### src/rtl/fp_special_result_packer.sv
// Output stage of the FP32 adder datapath.
// Decodes the special-case detector's select codes together with the operand
// sign/exponent fields and the normal-path sum, producing a packed IEEE-754
// single-precision word through a 2-stage valid/ready pipeline. It also
// provides exception flags, a sticky illegal-code error and saturating
// NaN/overflow counters for the sort engine's statistics.
//
// Ports:
//   i_clk, i_rst               clock, asynchronous active-high reset
//   i_valid / o_ready          upstream handshake (o_ready combinational)
//   i_sel_exp, i_sel_man       detector select codes
//   i_sign_a/i_exp_a/...       operand sign and exponent fields
//   i_norm_sign/exp/man        normal-path rounded result
//   o_valid / i_ready          downstream handshake
//   o_result                   packed {sign, exp, man}
//   o_flag_nan/inf/ovf         result class flags, qualified by o_valid
//   o_err                      sticky illegal select code seen
//   i_clr_cnt                  synchronous clear of counters and o_err
//   o_cnt_nan, o_cnt_ovf       saturating exception counters
module fp_special_result_packer #(
  parameter int unsigned EXP_W = 8,
  parameter int unsigned MAN_W = 23,
  parameter int unsigned CNT_W = 16
) (
  input  logic                     i_clk,
  input  logic                     i_rst,
  input  logic                     i_valid,
  output logic                     o_ready,
  input  logic                     i_sel_exp,
  input  logic [1:0]               i_sel_man,
  input  logic                     i_sign_a,
  input  logic [EXP_W-1:0]         i_exp_a,
  input  logic                     i_sign_b,
  input  logic [EXP_W-1:0]         i_exp_b,
  input  logic                     i_norm_sign,
  input  logic [EXP_W:0]           i_norm_exp,
  input  logic [MAN_W-1:0]         i_norm_man,
  output logic                     o_valid,
  input  logic                     i_ready,
  output logic [EXP_W+MAN_W:0]     o_result,
  output logic                     o_flag_nan,
  output logic                     o_flag_inf,
  output logic                     o_flag_ovf,
  output logic                     o_err,
  input  logic                     i_clr_cnt,
  output logic [CNT_W-1:0]         o_cnt_nan,
  output logic [CNT_W-1:0]         o_cnt_ovf
);

  localparam int unsigned RES_W = 1 + EXP_W + MAN_W;

  // Result classes carried from S1 to S2
  localparam logic [2:0] K_NORM = 3'd0;
  localparam logic [2:0] K_ZERO = 3'd1;
  localparam logic [2:0] K_INF  = 3'd2;
  localparam logic [2:0] K_OVF  = 3'd3;
  localparam logic [2:0] K_NAN  = 3'd4;

  // Smallest biased exponent that no longer fits a finite result
  localparam logic [EXP_W:0] EXP_MAX = {1'b0, {EXP_W{1'b1}}};

  // Operand B's exponent is implied by the detector's select codes
  logic unused_exp_b;
  assign unused_exp_b = ^i_exp_b;

  logic             s1_vld;
  logic [2:0]       s1_kind;
  logic             s1_sign;
  logic [EXP_W-1:0] s1_exp;
  logic [MAN_W-1:0] s1_man;

  logic             s2_load;
  logic             in_fire;
  logic             out_fire;

  logic             dec_illegal;
  logic [2:0]       dec_kind;
  logic             dec_sign;

  logic [RES_W-1:0] pack;
  logic             pack_nan;
  logic             pack_inf;
  logic             pack_ovf;

  // Handshake control; o_valid doubles as the S2 valid
  assign s2_load  = ~o_valid | i_ready;
  assign o_ready  = ~s1_vld | ~o_valid | i_ready;
  assign in_fire  = i_valid & o_ready;
  assign out_fire = o_valid & i_ready;

  // Input-side decode in priority order
  always_comb begin
    dec_illegal = (i_sel_man == 2'b01) || (i_sel_exp != i_sel_man[1]);
    dec_kind    = K_NORM;
    dec_sign    = i_norm_sign;
    if (dec_illegal || (i_sel_man == 2'b11)) begin
      dec_kind = K_NAN;
      dec_sign = 1'b0;
    end else if (i_sel_man == 2'b10) begin
      dec_kind = K_INF;
      // The infinite operand supplies the sign
      dec_sign = (&i_exp_a) ? i_sign_a : i_sign_b;
    end else if (i_norm_exp >= EXP_MAX) begin
      dec_kind = K_OVF;
    end else if (i_norm_exp == '0) begin
      dec_kind = K_ZERO;
    end
  end

  // Stage 1: capture inputs and decode decision
  always_ff @(posedge i_clk or posedge i_rst) begin
    if (i_rst) begin
      s1_vld  <= 1'b0;
      s1_kind <= K_NORM;
      s1_sign <= 1'b0;
      s1_exp  <= '0;
      s1_man  <= '0;
    end else if (in_fire) begin
      s1_vld  <= 1'b1;
      s1_kind <= dec_kind;
      s1_sign <= dec_sign;
      s1_exp  <= i_norm_exp[EXP_W-1:0];
      s1_man  <= i_norm_man;
    end else if (s2_load) begin
      s1_vld  <= 1'b0;
    end
  end

  // Pack the S1 decision into the final word
  always_comb begin
    pack     = {s1_sign, s1_exp, s1_man};
    pack_nan = 1'b0;
    pack_inf = 1'b0;
    pack_ovf = 1'b0;
    case (s1_kind)
      K_NAN: begin
        pack     = {1'b0, {EXP_W{1'b1}}, 1'b1, {(MAN_W-1){1'b0}}};
        pack_nan = 1'b1;
      end
      K_INF: begin
        pack     = {s1_sign, {EXP_W{1'b1}}, {MAN_W{1'b0}}};
        pack_inf = 1'b1;
      end
      K_OVF: begin
        pack     = {s1_sign, {EXP_W{1'b1}}, {MAN_W{1'b0}}};
        pack_ovf = 1'b1;
      end
      K_ZERO: pack = {s1_sign, {EXP_W{1'b0}}, {MAN_W{1'b0}}};
      default: ;
    endcase
  end

  // Stage 2: registered result and flags, held while stalled
  always_ff @(posedge i_clk or posedge i_rst) begin
    if (i_rst) begin
      o_valid    <= 1'b0;
      o_result   <= '0;
      o_flag_nan <= 1'b0;
      o_flag_inf <= 1'b0;
      o_flag_ovf <= 1'b0;
    end else if (s2_load) begin
      o_valid <= s1_vld;
      if (s1_vld) begin
        o_result   <= pack;
        o_flag_nan <= pack_nan;
        o_flag_inf <= pack_inf;
        o_flag_ovf <= pack_ovf;
      end
    end
  end

  // Sticky error and saturating counters; clear has priority
  always_ff @(posedge i_clk or posedge i_rst) begin
    if (i_rst) begin
      o_err     <= 1'b0;
      o_cnt_nan <= '0;
      o_cnt_ovf <= '0;
    end else if (i_clr_cnt) begin
      o_err     <= 1'b0;
      o_cnt_nan <= '0;
      o_cnt_ovf <= '0;
    end else begin
      if (in_fire && dec_illegal) o_err <= 1'b1;
      if (out_fire && o_flag_nan && !(&o_cnt_nan))
        o_cnt_nan <= o_cnt_nan + CNT_W'(1);
      if (out_fire && o_flag_ovf && !(&o_cnt_ovf))
        o_cnt_ovf <= o_cnt_ovf + CNT_W'(1);
    end
  end

endmodule

### config.mk
export PLATFORM = sky130hd
export DESIGN_NAME = fp_special_result_packer
export DESIGN_NICKNAME = d
export VERILOG_FILES = /design/src/rtl/fp_special_result_packer.sv
export SDC_FILE = /design/constraint.sdc
export NUM_CORES = 1
export LEC_CHECK = 0
export ABC_AREA = 0
export CORE_ASPECT_RATIO = 0.9
export CORE_UTILIZATION = 45
export DETAILED_ROUTE_END_ITERATION = 12
export GPL_ROUTABILITY_DRIVEN = 0
export PLACE_DENSITY_LB_ADDON = 0.15
export RECOVER_POWER = 25
export SYNTH_ARGS = -nofsm -noshare
export SYNTH_HDL_FRONTEND = slang
export SYNTH_SLANG_ARGS = --single-unit
### constraint.sdc
create_clock -name i_clk -period 4.65 [get_ports i_clk]
set_clock_uncertainty 0.15 [all_clocks]
set_input_delay 0.465 -clock i_clk [delete_from_list [all_inputs] [get_ports i_clk]]
set_output_delay 0.465 -clock i_clk [all_outputs]
set_load 0.02 [all_outputs]
# == After elaboration in Yosys (flattened, before gate mapping) ==
# Index checks and enable logic that the tools add are counted.
# word_totals
reg_bits,105
input_bits,59
output_inout_bits,70
wordCells,69
# op_classes
add_sub_neg,2
magnitude_cmp,1
eq_ne,8
n_mux,19
bitwise,7
reduce_logical,19
# op_table
cell,n
one-hot mux 32 bit (3 select lines),1
two-way mux 16 bit,4
"adder 16 x 1 -> 16 bit, second input constant",2
AND reduction 16 bit,2
two-way mux 1 bit,11
"greater-or-equal comparator 9 x 8 -> 1 bit, second input constant",1
logical NOT 9 bit,1
AND reduction 8 bit,1
nonzero test 2 bit,4
"equality test 3 x 2 -> 1 bit, second input constant",2
logical AND 1 bit,5
"equality test 2 bit, second input constant",2
two-way mux 2 bit,2
"equality test 3 x 1 -> 1 bit, second input constant",1
"equality test 3 bit, second input constant",1
two-way mux 3 bit,1
bitwise OR 1 bit,3
AND 1 bit,2
"equality test 2 x 1 -> 1 bit, second input constant",1
logical NOT 1 bit,2
logical OR 1 bit,2
inverter 1 bit,2
AND reduction 2 bit,1
OR reduction 2 bit,1
inequality test 1 bit,1

# == Logic depth before layout (Yosys ltp) ==
# logic_depth
ltp_word,7
depth_mapped,6
ltp_nobuf,5

# == Worst setup path after synthesis ==
# No wires, ideal clock.
# synth_path
path_type,reg2reg
start,register o_cnt_ovf[0]
end,register o_cnt_ovf[14]
setup_ns,0.120
arrival_time_ns,2.017
t_required_ns,4.380
setup_slack_ns,2.362
path_stages_with_launch,7
n_path_buf,1
synth_period_minus_slack_ns,2.288
path_cell_list,dfrtp_1 ha_1 nand2_1 or4_1 clkbuf_2 or4_1 o211a_1
# synth_between
elab_chain_cells,4
elab_cells_between_ends,7
cone_classes,1 x add/sub; 2 x mux; 4 x reduce/logical
# synth_lines
item,line_no,source
from (decl),47,output logic [CNT_W-1:0] o_cnt_ovf
from (signal assigned),187,o_cnt_ovf <= o_cnt_ovf + CNT_W'(1);
branches (longest 4 deep; another with adder 16 x 1 -> 16 bit),n/a,
# Several ways; the timed one is not identified. The select of a mux whose other input is x is not followed.
# A chain may end at the register's enable or synchronous reset.

==> results.txt <==
For this design the top-level I/O count stands at approximately 130. The height of the chip is between 90 and 100 um. The clock tree buffer depth came out at 2. The worst-case reg-to-reg path depth came out at 5. The relative area change from synthesis to final layout came out at 34.4%. The leakage component of the power came out at around 2.6 nW. The worst setup path is captured at an asynchronous set/reset pin. The global-route congestion overflow total came out at 0. After clock tree synthesis, the clock-pin slew on the worst setup and hold paths is 0.07 ns. TritonCTS created 9 clock buffers. The synthesized area came out at roughly 0.0047 mm2. At the placement stage, the worst setup path has a slack of between 1.5 and 2 ns. Of all flip-flops after synthesis, the portion carrying an async set or reset was between 90% and 100%.

For this design, the CTS-stage hold fixing added 0 buffers. Global routing used roughly a third of the available met2 tracks. The portion of the clock cycle consumed by the worst path in the final layout is 66.2%. The synthesized design contains ~110 register bits.

The final cell area excluding filler cells is between 0.006 and 0.007 mm2. The global routing usage on met1 is 27.9%. Global routing used 21.1% of the available tracks across all layers. Detailed placement ended at an HPWL of 7.32 mm. Dividing the detail-routed wire length by the instance count gives roughly 16 um. The via count of the first global-routing pass was ~3700. The stage delay of the slowest cell on the critical path is ~1.7 ns. The biggest fanout along the worst timing path is 71. The number of pins exceeding their max-slew limit in the final report came out at 72. The horizontal extent of the die is between 100 and 150 um.

The per-instance average area after synthesis came out at ~11 um2. The count of nets left with antenna violations once routing finished came out at 0. The count of antenna diodes in the layout is 0. The data required time of the worst path came out at between 4 and 5 ns.

The synthesized instance count is 424. The maximum number of pins on one net before global-route repair is between 70 and 80. The standard cell with the maximum stage delay on the critical path is clkinvlp_2.

Traced cell by cell, the critical path runs through dlygate4sd3_1, clkinvlp_2, buf_4. During synthesis, Yosys emitted a total of 0 warnings. STA classifies the critical path startpoint as an input port. The worst hold path was traced through 2 stages.

After detailed placement, the design holds a cell count of around 660. The completed layout was analyzed and its total power is 2.35 mW. After detailed routing, the number of remaining DRC violations is 0. The detailed-route via count came out at 3839. The final count of hold timing violations came out at 0. The shortest period the worst path allows is 3.08 ns. The layout cell share with drive strength beyond 1 came out at 11.3%.

In this run the critical register-to-register path is captured at o_cnt_ovf[14]. Of all cell types, the one taking the most synthesized area is dfrtp_1. The share of the synthesized area in the top cell type is 55.7%.

In this run the power density over the cells is around 370 mW/mm2. The initial standard-cell utilization of the core is 46.3%. The maximum vdd ir drop came out at around 0.26 mV. Buffers added to address setup during post-CTS repair amount to 0.

The core area is 0.0102 mm2. The end point of the most critical hold path is o_flag_inf. The sum of negative setup slack is 0 ns. The number of gates resized after cts is 0. In the layout the commonest cells are 118 x clkdlybuf4s50_1, 105 x dfrtp_1, 35 x a21oi_1, 32 x mux2_2, 27 x nand2_1. The die area came out at 0.0109 mm2. The reg2reg setup slack is approximately 2.3 ns. The number of DRC violations after detailed-routing iteration 0 is between 200 and 250. The tool flagged a number of max-cap violations equal to 1. Leaving out fill and tap cells, the most frequent cell in the layout is clkdlybuf4s50_1. Derived from the worst setup path, the maximum achievable clock frequency is approximately 0.32 GHz.

The checks that failed: capacitance limit, slew limit. Counting every net in the synthesized netlist gives between 400 and 500. The cell area reported after detailed placement is approximately 0.0060 mm2. Clock tree synthesis selected as its root buffer the cell clkbuf_16.

Yosys mapped a number of flops with a built-in enable equal to 0. Setup violations remaining at the end of the flow were counted as 0. The final layout contains 598 nets.

Across all setup checks in the final design, the least slack found is 1.57 ns. The initial antenna violation count came out at 0. The count of port buffers added during placement came out at between 100 and 150. The average via count per standard cell came out at 5.72.

For this run, the leading register cell type out of synthesis is dfrtp_1. The routing usage on met3 is approximately 5%. The CTS tree is built. The start point of the worst min-delay path is o_flag_inf. The proportion of synthesized chip area in sequential cells came out at a little under three fifths.

The slew at the pin with the worst max-slew slack is between 3 and 4 ns. The global routing stage identified its most utilized layer as met2. The worst setup path is of the in2async kind. The startpoint identified for the worst register-to-register timing path is o_cnt_ovf[0]. The worst slew margin relative to its limit came out at -102%.

After synthesis, the cell types taking the most area are dfrtp_1 56%, mux2_2 7.6%, a22o_1 4.1%, a21oi_1 3.7%, o21ai_0 2.7%. The final standard cell count with taps included and fillers excluded came out at roughly 670. The tightest min-delay check is of the reg2reg type.

The number of sinks handled by clock tree synthesis is ~110. Setup repair after global routing left no endpoint under its margin. The filler cells instantiated in the layout total 877. The flow ran to the end, but the final reports show violations.

The H-tree level count is 3. The clock reaches the later pin of the worst-skew pair after ~0.35 ns. The global-route wire length before repair came out at between 15 and 20 mm. The total wirelength of the detailed-routed design came out at about 11 mm. The site row count came out at 35. The number of distinct library cell variants in the gate-level netlist after synthesis came out at 50.

The worst path arrival time came out at 3.39 ns. The first detailed-routing pass ran for 5 iterations.
-- state kept, by name, indices dropped and copies added, names as in the netlist --
signal      flops
o_cnt_nan      16
o_cnt_ovf      16
o_err           1
o_flag_inf      1
o_flag_nan      1
o_flag_ovf      1
o_result       32
o_valid         1
s1_exp          8
s1_kind         3
s1_man         23
s1_sign         1
s1_vld          1
-- Yosys cell counts (all sizes together) (2+ instances only) --
cell type	n
dfrtp	105
a21oi	35
mux2	32
nand2	27
o21ai	25
a22o	22
nand4	17
clkbuf	13
nand3	13
nor2	13
o31ai	11
or4	11
inv	10
buf	9
nor3	9
nor4	9
or3	8
a21o	6
o41ai	5
o311ai	4
and3	3
nand2b	3
or2	3
a221oi	2
and4	2
ha	2
nand3b	2
nor2b	2
o211a	2
o211ai	2
o21a	2
o21bai	2
o311a	2
-- layer usage --
metal  up-vias  routed length [um]
li1       1832                   -
met1      1904                4800
met2        94                5290
met3         9                 522
met4         0                 109
met5         -                   0
-- critical path: cells and delay by family --
| kind | cells | cell delay [ns] |
|---|---|---|
| buf+inv | 3 | 2.89 |
-- worst max-delay path by stage --
stage | start | to | slack (ns) | cells past startpoint
6_report | i_rst | o_cnt_nan[1] | 1.57 | 3
5_1_grt | i_rst | o_cnt_ovf[4] | 1.02 | 3
2_1_floorplan | i_rst | o_cnt_nan[0] | 1.27 | 1
4_1_cts | o_cnt_ovf[3] | o_cnt_ovf[9] | 2.00 | 4
3_3_place_gp | i_ready | o_result[25] | 1.78 | 6
3_5_place_dp | i_ready | o_result[27] | 1.74 | 6
-- cell families after synthesis --
family	after synthesis	share of synthesized area (%)
compound gates	124	17.7
simple gates	126	15.1
flops	105	55.7
mux	33	7.85
buf+inv	33	2.99
fa+ha+maj	2	0.530
xor+xnor	1	0.186
-- where the power goes --
group / internal, mW / switching [mW] / total (mW)
registers: 1.02 / 0.0666 / 1.08
logic: 0.235 / 0.216 / 0.451
clock network: 0.474 / 0.341 / 0.815
-- cell type report --
cell class,instances,area (um2),area share [%]
flip-flops and latches,105,2630,41.4
inverters,10,38.8,0.611
repair buffers,125,1240,19.5
well taps,129,161,2.54
clock inverters,6,90.1,1.42
clock buffers,10,229,3.61
multi-input cells,286,1960,30.9
-- metrics by stage --
| stage | util, % | hold WS, ns |
|---|---|---|
| finish | 62.2 | 0.329 |
| global route | 62.2 | 0.362 |
| CTS | 62.1 | 0.335 |
| detailed placement | 59.0 | 0.315 |
| global placement | 59.0 | 0.308 |
| floorplan | - | 0.293 |
No activity file was read; power rests on OpenSTA's default activity.
